$ cat src/rtl/i2c_slave_ctrl_multi.sv
`default_nettype none
// ============================================================================
// Module   : i2c_slave_ctrl_multi
// Purpose  : I2C slave protocol engine. It has its own bit counter, shift
//            register and ACK/NACK generation. It matches up to NUM_ADDR
//            programmable 7-/10-bit addresses and stretches SCL on TX
//            underflow, with a bounded timeout.
// Ports    : clk/n_rst         - clock, async active-low reset
//            start_det/stop_det, scl_rise/scl_fall, SDA_sync
//                              - pulses and data from the bus synchroniser
//            address_mode, addr_en, slave_addr
//                              - address table (10 bits per entry)
//            tx_data/tx_empty  - show-ahead TX FIFO head; tx_read_enable pops
//            rx_full           - RX FIFO status; rx_write_enable/rx_data push
//            sda_drive_low/scl_hold
//                              - open-drain bus controls
//            busy, addr_idx, rw_mode, ack_error, stretch_timeout, byte_count
//                              - status
// Revision : 1.0 - initial release
// ============================================================================
module i2c_slave_ctrl_multi #(
   parameter int NUM_ADDR        = 2,
   parameter int IDX_W           = 1,
   parameter int STRETCH_TIMEOUT = 255,
   parameter int CNT_W           = 8
) (
   input  logic                    clk,
   input  logic                    n_rst,
   input  logic                    start_det,
   input  logic                    stop_det,
   input  logic                    scl_rise,
   input  logic                    scl_fall,
   input  logic                    SDA_sync,
   input  logic                    address_mode,
   input  logic [NUM_ADDR-1:0]     addr_en,
   input  logic [10*NUM_ADDR-1:0]  slave_addr,
   input  logic [7:0]              tx_data,
   input  logic                    tx_empty,
   input  logic                    rx_full,
   output logic                    sda_drive_low,
   output logic                    scl_hold,
   output logic                    busy,
   output logic                    tx_read_enable,
   output logic                    rx_write_enable,
   output logic [7:0]              rx_data,
   output logic [IDX_W-1:0]        addr_idx,
   output logic                    rw_mode,
   output logic                    ack_error,
   output logic                    stretch_timeout,
   output logic [CNT_W-1:0]        byte_count
);

   localparam int c_TO_W = $clog2(STRETCH_TIMEOUT + 1);

   typedef enum logic [3:0] {
      S_IDLE    = 4'd0,
      S_ADDR1   = 4'd1,
      S_ACK_A1  = 4'd2,
      S_ADDR2   = 4'd3,
      S_ACK_A2  = 4'd4,
      S_RX_DATA = 4'd5,
      S_RX_ACK  = 4'd6,
      S_TX_WAIT = 4'd7,
      S_TX_DATA = 4'd8,
      S_TX_ACK  = 4'd9,
      S_IGNORE  = 4'd10
   } state_t;

   state_t              state_q, state_d;
   logic [3:0]          bit_cnt_q, bit_cnt_d;
   logic [7:0]          shift_q, shift_d;
   logic                ack_q, ack_d;         // ACK to be driven in current slot
   logic [NUM_ADDR-1:0] cand_q, cand_d;       // 10-bit entries matching a9:a8
   logic                m10_q, m10_d;         // 10-bit write address matched
   logic [c_TO_W-1:0]   scnt_q, scnt_d;
   logic                sda_q, sda_d;
   logic                hold_q, hold_d;
   logic                busy_q, busy_d;
   logic                txre_q, txre_d;
   logic                rxwe_q, rxwe_d;
   logic [7:0]          rxd_q, rxd_d;
   logic [IDX_W-1:0]    idx_q, idx_d;
   logic                rw_q, rw_d;
   logic                aerr_q, aerr_d;
   logic                sto_q, sto_d;
   logic [CNT_W-1:0]    bcnt_q, bcnt_d;

   // Byte as it stands including the bit being sampled on this scl_rise
   logic [7:0]          w_byte;
   logic                w_hit7, w_hit10;
   logic [IDX_W-1:0]    w_idx7, w_idx10;
   logic [NUM_ADDR-1:0] w_cand;
   logic                w_tx_enter;

   assign w_byte = {shift_q[6:0], SDA_sync};

   // Descending scan so the lowest matching index wins
   always_comb begin
      w_hit7  = 1'b0;
      w_idx7  = '0;
      w_hit10 = 1'b0;
      w_idx10 = '0;
      w_cand  = '0;
      for (int i = NUM_ADDR - 1; i >= 0; i--) begin
         if (addr_en[i] && (slave_addr[10*i +: 7] == w_byte[7:1])) begin
            w_hit7 = 1'b1;
            w_idx7 = IDX_W'(i);
         end
         if (addr_en[i] && (slave_addr[10*i+8 +: 2] == w_byte[2:1]))
            w_cand[i] = 1'b1;
         if (cand_q[i] && (slave_addr[10*i +: 8] == w_byte)) begin
            w_hit10 = 1'b1;
            w_idx10 = IDX_W'(i);
         end
      end
   end

   always_comb begin
      state_d    = state_q;
      bit_cnt_d  = bit_cnt_q;
      shift_d    = shift_q;
      ack_d      = ack_q;
      cand_d     = cand_q;
      m10_d      = m10_q;
      scnt_d     = scnt_q;
      sda_d      = sda_q;
      hold_d     = hold_q;
      busy_d     = busy_q;
      txre_d     = 1'b0;
      rxwe_d     = 1'b0;
      rxd_d      = rxd_q;
      idx_d      = idx_q;
      rw_d       = rw_q;
      aerr_d     = 1'b0;
      sto_d      = 1'b0;
      bcnt_d     = bcnt_q;
      w_tx_enter = 1'b0;

      case (state_q)
         S_ADDR1: if (scl_rise) begin
            shift_d   = w_byte;
            bit_cnt_d = bit_cnt_q + 4'd1;
            if (bit_cnt_q == 4'd7) begin
               bit_cnt_d = '0;
               ack_d     = 1'b1;
               state_d   = S_IGNORE;
               if (!address_mode) begin
                  if (w_hit7) begin
                     idx_d   = w_idx7;
                     rw_d    = w_byte[0];
                     state_d = S_ACK_A2;
                  end
               end else if (w_byte[7:3] == 5'b11110) begin
                  if (!w_byte[0] && (|w_cand)) begin
                     cand_d  = w_cand;
                     m10_d   = 1'b0;
                     rw_d    = 1'b0;
                     state_d = S_ACK_A1;
                  end else if (w_byte[0] && m10_q) begin
                     rw_d    = 1'b1;
                     state_d = S_ACK_A2;
                  end
               end
            end
         end

         S_ADDR2: if (scl_rise) begin
            shift_d   = w_byte;
            bit_cnt_d = bit_cnt_q + 4'd1;
            if (bit_cnt_q == 4'd7) begin
               bit_cnt_d = '0;
               ack_d     = 1'b1;
               if (w_hit10) begin
                  idx_d   = w_idx10;
                  m10_d   = 1'b1;
                  state_d = S_ACK_A2;
               end else begin
                  state_d = S_IGNORE;
               end
            end
         end

         S_RX_DATA: if (scl_rise) begin
            shift_d   = w_byte;
            bit_cnt_d = bit_cnt_q + 4'd1;
            if (bit_cnt_q == 4'd7) begin
               bit_cnt_d = '0;
               ack_d     = !rx_full;
               state_d   = S_RX_ACK;
               if (!rx_full) begin
                  rxd_d  = w_byte;
                  rxwe_d = 1'b1;
                  if (bcnt_q != '1)
                     bcnt_d = bcnt_q + CNT_W'(1);
               end
            end
         end

         // First fall after the 8th rise opens the slot, the next one closes it
         S_ACK_A1, S_ACK_A2, S_RX_ACK: if (scl_fall) begin
            if (bit_cnt_q == 4'd0) begin
               bit_cnt_d = 4'd1;
               sda_d     = ack_q;
            end else begin
               bit_cnt_d = '0;
               shift_d   = '0;
               sda_d     = 1'b0;
               if (state_q == S_ACK_A1)
                  state_d = S_ADDR2;
               else if ((state_q == S_ACK_A2) && rw_q)
                  w_tx_enter = 1'b1;
               else
                  state_d = S_RX_DATA;
            end
         end

         S_TX_WAIT: begin
            if (!tx_empty) begin
               txre_d    = 1'b1;
               shift_d   = tx_data;
               sda_d     = ~tx_data[7];
               hold_d    = 1'b0;
               bit_cnt_d = '0;
               state_d   = S_TX_DATA;
            end else if (int'(scnt_q) + 1 == STRETCH_TIMEOUT) begin
               hold_d  = 1'b0;
               sto_d   = 1'b1;
               state_d = S_IGNORE;
            end else begin
               scnt_d = scnt_q + c_TO_W'(1);
            end
         end

         S_TX_DATA: if (scl_fall) begin
            if (bit_cnt_q == 4'd7) begin
               bit_cnt_d = '0;
               sda_d     = 1'b0;
               state_d   = S_TX_ACK;
               if (bcnt_q != '1)
                  bcnt_d = bcnt_q + CNT_W'(1);
            end else begin
               bit_cnt_d = bit_cnt_q + 4'd1;
               shift_d   = {shift_q[6:0], 1'b0};
               sda_d     = ~shift_q[6];
            end
         end

         // bit_cnt marks that the master's ACK has been seen
         S_TX_ACK: begin
            if (scl_rise) begin
               if (SDA_sync) begin
                  aerr_d  = 1'b1;
                  state_d = S_IGNORE;
               end else begin
                  bit_cnt_d = 4'd1;
               end
            end else if (scl_fall && (bit_cnt_q == 4'd1)) begin
               bit_cnt_d  = '0;
               w_tx_enter = 1'b1;
            end
         end

         S_IGNORE: begin
            sda_d  = 1'b0;
            hold_d = 1'b0;
         end

         default: ;
      endcase

      // End of an ACK slot in read direction: send at once or start stretching
      if (w_tx_enter) begin
         if (!tx_empty) begin
            txre_d    = 1'b1;
            shift_d   = tx_data;
            sda_d     = ~tx_data[7];
            bit_cnt_d = '0;
            state_d   = S_TX_DATA;
         end else begin
            sda_d   = 1'b0;
            hold_d  = 1'b1;
            scnt_d  = '0;
            state_d = S_TX_WAIT;
         end
      end

      if (start_det) begin
         state_d   = S_ADDR1;
         bit_cnt_d = '0;
         shift_d   = '0;
         busy_d    = 1'b1;
         sda_d     = 1'b0;
         hold_d    = 1'b0;
         // A repeated START after a 10-bit write match continues the transaction
         if (!m10_q)
            bcnt_d = '0;
      end else if (stop_det) begin
         state_d = S_IDLE;
         busy_d  = 1'b0;
         m10_d   = 1'b0;
         sda_d   = 1'b0;
         hold_d  = 1'b0;
      end
   end

   always_ff @(posedge clk or negedge n_rst) begin
      if (!n_rst) begin
         state_q   <= S_IDLE;
         bit_cnt_q <= '0;
         shift_q   <= '0;
         ack_q     <= 1'b0;
         cand_q    <= '0;
         m10_q     <= 1'b0;
         scnt_q    <= '0;
         sda_q     <= 1'b0;
         hold_q    <= 1'b0;
         busy_q    <= 1'b0;
         txre_q    <= 1'b0;
         rxwe_q    <= 1'b0;
         rxd_q     <= '0;
         idx_q     <= '0;
         rw_q      <= 1'b0;
         aerr_q    <= 1'b0;
         sto_q     <= 1'b0;
         bcnt_q    <= '0;
      end else begin
         state_q   <= state_d;
         bit_cnt_q <= bit_cnt_d;
         shift_q   <= shift_d;
         ack_q     <= ack_d;
         cand_q    <= cand_d;
         m10_q     <= m10_d;
         scnt_q    <= scnt_d;
         sda_q     <= sda_d;
         hold_q    <= hold_d;
         busy_q    <= busy_d;
         txre_q    <= txre_d;
         rxwe_q    <= rxwe_d;
         rxd_q     <= rxd_d;
         idx_q     <= idx_d;
         rw_q      <= rw_d;
         aerr_q    <= aerr_d;
         sto_q     <= sto_d;
         bcnt_q    <= bcnt_d;
      end
   end

   assign sda_drive_low   = sda_q;
   assign scl_hold        = hold_q;
   assign busy            = busy_q;
   assign tx_read_enable  = txre_q;
   assign rx_write_enable = rxwe_q;
   assign rx_data         = rxd_q;
   assign addr_idx        = idx_q;
   assign rw_mode         = rw_q;
   assign ack_error       = aerr_q;
   assign stretch_timeout = sto_q;
   assign byte_count      = bcnt_q;

endmodule
`default_nettype wire

$ cat config.mk
export PLATFORM = sky130hd
export DESIGN_NAME = i2c_slave_ctrl_multi
export DESIGN_NICKNAME = d
export VERILOG_FILES = /design/src/rtl/i2c_slave_ctrl_multi.sv
export SDC_FILE = /design/constraint.sdc
export NUM_CORES = 1
export LEC_CHECK = 0
export ABC_AREA = 1
export BUFFER_PORTS_ARGS = -buffer_cell sky130_fd_sc_hd__buf_2
export CAP_MARGIN = 20
export CORE_ASPECT_RATIO = 2
export CORE_MARGIN = 2
export CORE_UTILIZATION = 40
export CTS_CLUSTER_SIZE = 25
export DETAILED_ROUTE_END_ITERATION = 10
export PLACE_DENSITY = 0.68
export REMOVE_ABC_BUFFERS = 1
export SLEW_MARGIN = 10
export SYNTH_ARGS = -nofsm -noshare
export SYNTH_HDL_FRONTEND = slang
export SYNTH_SLANG_ARGS = --single-unit
$ cat constraint.sdc
create_clock -name clk -period 1.7 [get_ports clk]
set_clock_uncertainty 0.1 [all_clocks]
set_input_delay 0.255 -clock clk [delete_from_list [all_inputs] [get_ports clk]]
set_output_delay 0.255 -clock clk [all_outputs]
set_load 0.03 [all_outputs]
==> flow_metrics.py <==
metrics = {
    "status": {
        "status": "finished, violations left",
        "violations": "setup timing",
    },
    "synth": {
        "synthArstFlopShare_pct": 100.0,
        "muxShareOfSynthArea_pct": 0,
        "syn_avg_cell_area_um2": 6.521,
        "synth_compound_area_share_pct": 14.91,
        "synth_fa_ha_area_share_pct": 1.845,
        "synth_cell_types": 38,
        "synth_top_family_by_area": "simple AND/OR/NAND/NOR gates",
        "yosysWarningCount": 0,
        "synthCells": 624,
        "ys_ff_latch": 52,
        "syn_area_um2": 4069,
        "synth-xor-area-share_pct": 4.736,
        "synth-edff-count": 0,
        "synthSimpleGateAreaFrac_pct": 36.59,
        "synth_ff_type": "dfrtp_1",
        "ys_seq_area_share_pct": 31.98,
    },
    "floorplanning": {
        "dieArea_um2": 11040,
        "start_util_pct": 40.61,
        "die_w_um": 75.32,
        "die_y_um": 146.6,
        "core_area_um2": 10020,
        "io_pins": 65,
        "rows": 52,
    },
    "drt": {
        "firstDrtPassIters": 5,
        "wl_per_cell_um": 16.98,
        "vias_per_cell": 5.380,
        "drc": 0,
        "ant_nets": 0,
        "vias": 5186,
        "first_iter_violations": 329,
        "drt_wl_total_mm": 16.37,
    },
    "critical_path": {
        "max_stage_delay_ns": 0.49,
        "crit_type": "register to register",
        "start_kind": "register",
        "cp_slowest_cell": "dfrtp_2",
        "path_max_fanout": 8,
        "cp-end-kind": "register",
        "cp.required_ns": 1.82,
        "crit_path_cell_trace": "buf_6, nor2_4, buf_6, nand2_2, inv_2, nand2_4, nand2_8, buf_6, nand2_8, o21ai_2, a21oi_1, o21ai_1",
        "path_common_cell": "buf_6",
        "arrival_ns": 2.08,
    },
    "timing": {
        "fin_crit_ns": 1.958,
        "rsz0062_at_grt": "true",
        "setup_tns_ns": -6.382,
        "max_slew_margin_pct": 74.48,
        "fin_ws_ns": -0.2576,
        "worstMarginPinSlew_ns": 0.3814,
        "slew_viol_final": 0,
        "hold_viol": 0,
        "post-route-period-util_pct": 115.2,
        "max_clock_freq_ghz": 0.5108,
        "setup_viol": 48,
    },
    "clocking": {
        "cts_tree": "done",
        "cts-root-buf": "clkbuf_16",
        "htree_levels": 2,
        "cts_sinks": 52,
        "cts_made_buffers": 5,
        "clk_latency_ns": 0.30,
        "clk_pin_slew_worst_paths_ns": 0.07,
        "clockBufferDepth": 2,
    },
    "global_route": {
        "grt_pass1_vias": 5182,
        "grt_pass1_wl_mm": 24.45,
        "grt_max_degree": 53,
        "antenna_found_initial": 0,
        "grt_usage_pct": 29.21,
        "overflow": 0,
    },
    "pwr": {
        "seqPwrFrac_pct": 31.8,
        "pwr_density_cell_nw_per_um2": 721.3,
        "p_leak_nw": 3.290,
        "peakVddDrop_mv": 0.4646,
        "p_total_mw": 4.662,
        "pwr-share-clk_pct": 22.7,
        "combPwrFrac_pct": 45.5,
        "p_sw_mw": 1.836,
        "intPower_mw": 2.826,
        "swShare_pct": 39.39,
    },
    "cells_and_area": {
        "fin_nets": 874,
        "design_area_um2": 6464,
        "diodes": 0,
        "final_common_cell": "nand2_1",
        "final-seq-area_um2": 1311,
        "multi_input_area_um2": 2953,
        "syn2layout_area_growth_pct": 58.86,
        "final_cell_mix": "135 x nand2_1, 125 x buf_4, 64 x buf_2, 57 x inv_1, 48 x nor2_1",
        "instances_no_fill": 964,
        "n_fill_cell": 878,
        "final_layout_size_suffix_gt1_share_pct": 45.72,
    },
    "place": {
        "hpwl_mm": 12.01,
        "pre_cts_ws_ns": -0.2663,
        "place.gp.congestion": 0.9888,
        "place_inst": 937,
        "place_area_um2": 5468,
        "port_buffers": 64,
    },
    "min_path": {
        "worstHoldPathType": "input pin to register",
    },
    "flow_run": {
        "maxCapViolations": 0,
    },
}
[repair_timing]
action | in CTS | in global routing
endpoints found under the setup margin | 47 | 49
buffers inserted | 8 | 12
gates resized for setup | 86 | 139
endpoints found under the hold margin | 52 | 0
pin swaps | 24 | 60
hold buffers | 1 | 0
[routing by layer]
| metal | up-vias | global-route usage [%] | part of all wire (%) |
|---|---|---|---|
| met3 | 113 | 3.244 | 3.5 |
| met5 | - | 0 | 0 |
| li1 | 2428 | - | - |
| met1 | 2426 | 28.37 | 33 |
| met4 | 0 | 22.02 | 9.0 |
| met2 | 219 | 52.48 | 55 |
[final timing paths]
path                            start            end  slack [ns]  cells past startpoint
max in group asynchronous       n_rst     shift_q[5]        0.82                      3
max reg2reg                state_q[1]     state_q[0]       -0.26                     12
max                        state_q[1]     state_q[0]       -0.26                     12
min                        tx_data[6]     shift_q[6]        0.13                      3
min in group asynchronous       n_rst  byte_count[2]        0.37                      3
min reg2reg                      busy           busy        0.38                      2
[worst max-delay path, delay by kind of cell (launching register included)]
family | cells | cell delay (ns)
AO/OA/AOI/OAI | 3 | 0.28
buffers and inverters | 4 | 0.50
flip-flops | 1 | 0.49
AND/OR/NAND/NOR | 5 | 0.51
[power by group through the flow]
| stage | Combinational, mW | Sequential, mW | Clock, mW |
|---|---|---|---|
| after global placement | 1.63 | 1.46 | 0 |
| after CTS | 1.82 | 1.46 | 1.07 |
| after detailed placement | 1.66 | 1.46 | 0 |
| after global routing | 2.27 | 1.49 | 1.13 |
| final | 2.12 | 1.48 | 1.06 |
| after floorplan | 0.809 | 1.48 | 0 |
[cells in the mapped netlist, types with 6 or more instances]
master | number | area [um^2]
nand2_1 | 169 | 634.4
inv_1 | 76 | 285.3
nor2_1 | 74 | 277.8
nand3_1 | 54 | 270.3
dfrtp_1 | 52 | 1301
o21ai_0 | 49 | 245.2
a21oi_1 | 24 | 120.1
nor3_1 | 14 | 70.07
xnor2_1 | 14 | 122.6
buf_2 | 8 | 40.04
nand2_4 | 8 | 90.09
o22ai_1 | 8 | 50.05
xor2_1 | 8 | 70.07
nand4_1 | 7 | 43.79
ha_1 | 6 | 75.07
[through the flow]
step                utilization, %  hold slack (ns)
finish                       64.51           0.1261
floorplan                        -          -0.1406
detailed placement           54.57           0.1694
CTS                          59.28          0.09616
global placement             54.57           0.1629
global route                 64.51           0.1411
[logic make-up after synthesis]
family          Yosys count
simple gates            340
compound gates          107
buf+inv                  97
flops                    52
xor+xnor                 22
fa+ha+maj                 6
[cell type report]
type	count	area share (%)
Tap cell	135	2.613
Sequential cell	52	20.29
Clock buffer	6	1.994
Timing Repair Buffer	212	24.06
Clock inverter	2	0.2516
Inverter	82	5.110
Multi-Input combinational cell	475	45.68
No activity file was read; power rests on OpenSTA's default activity.
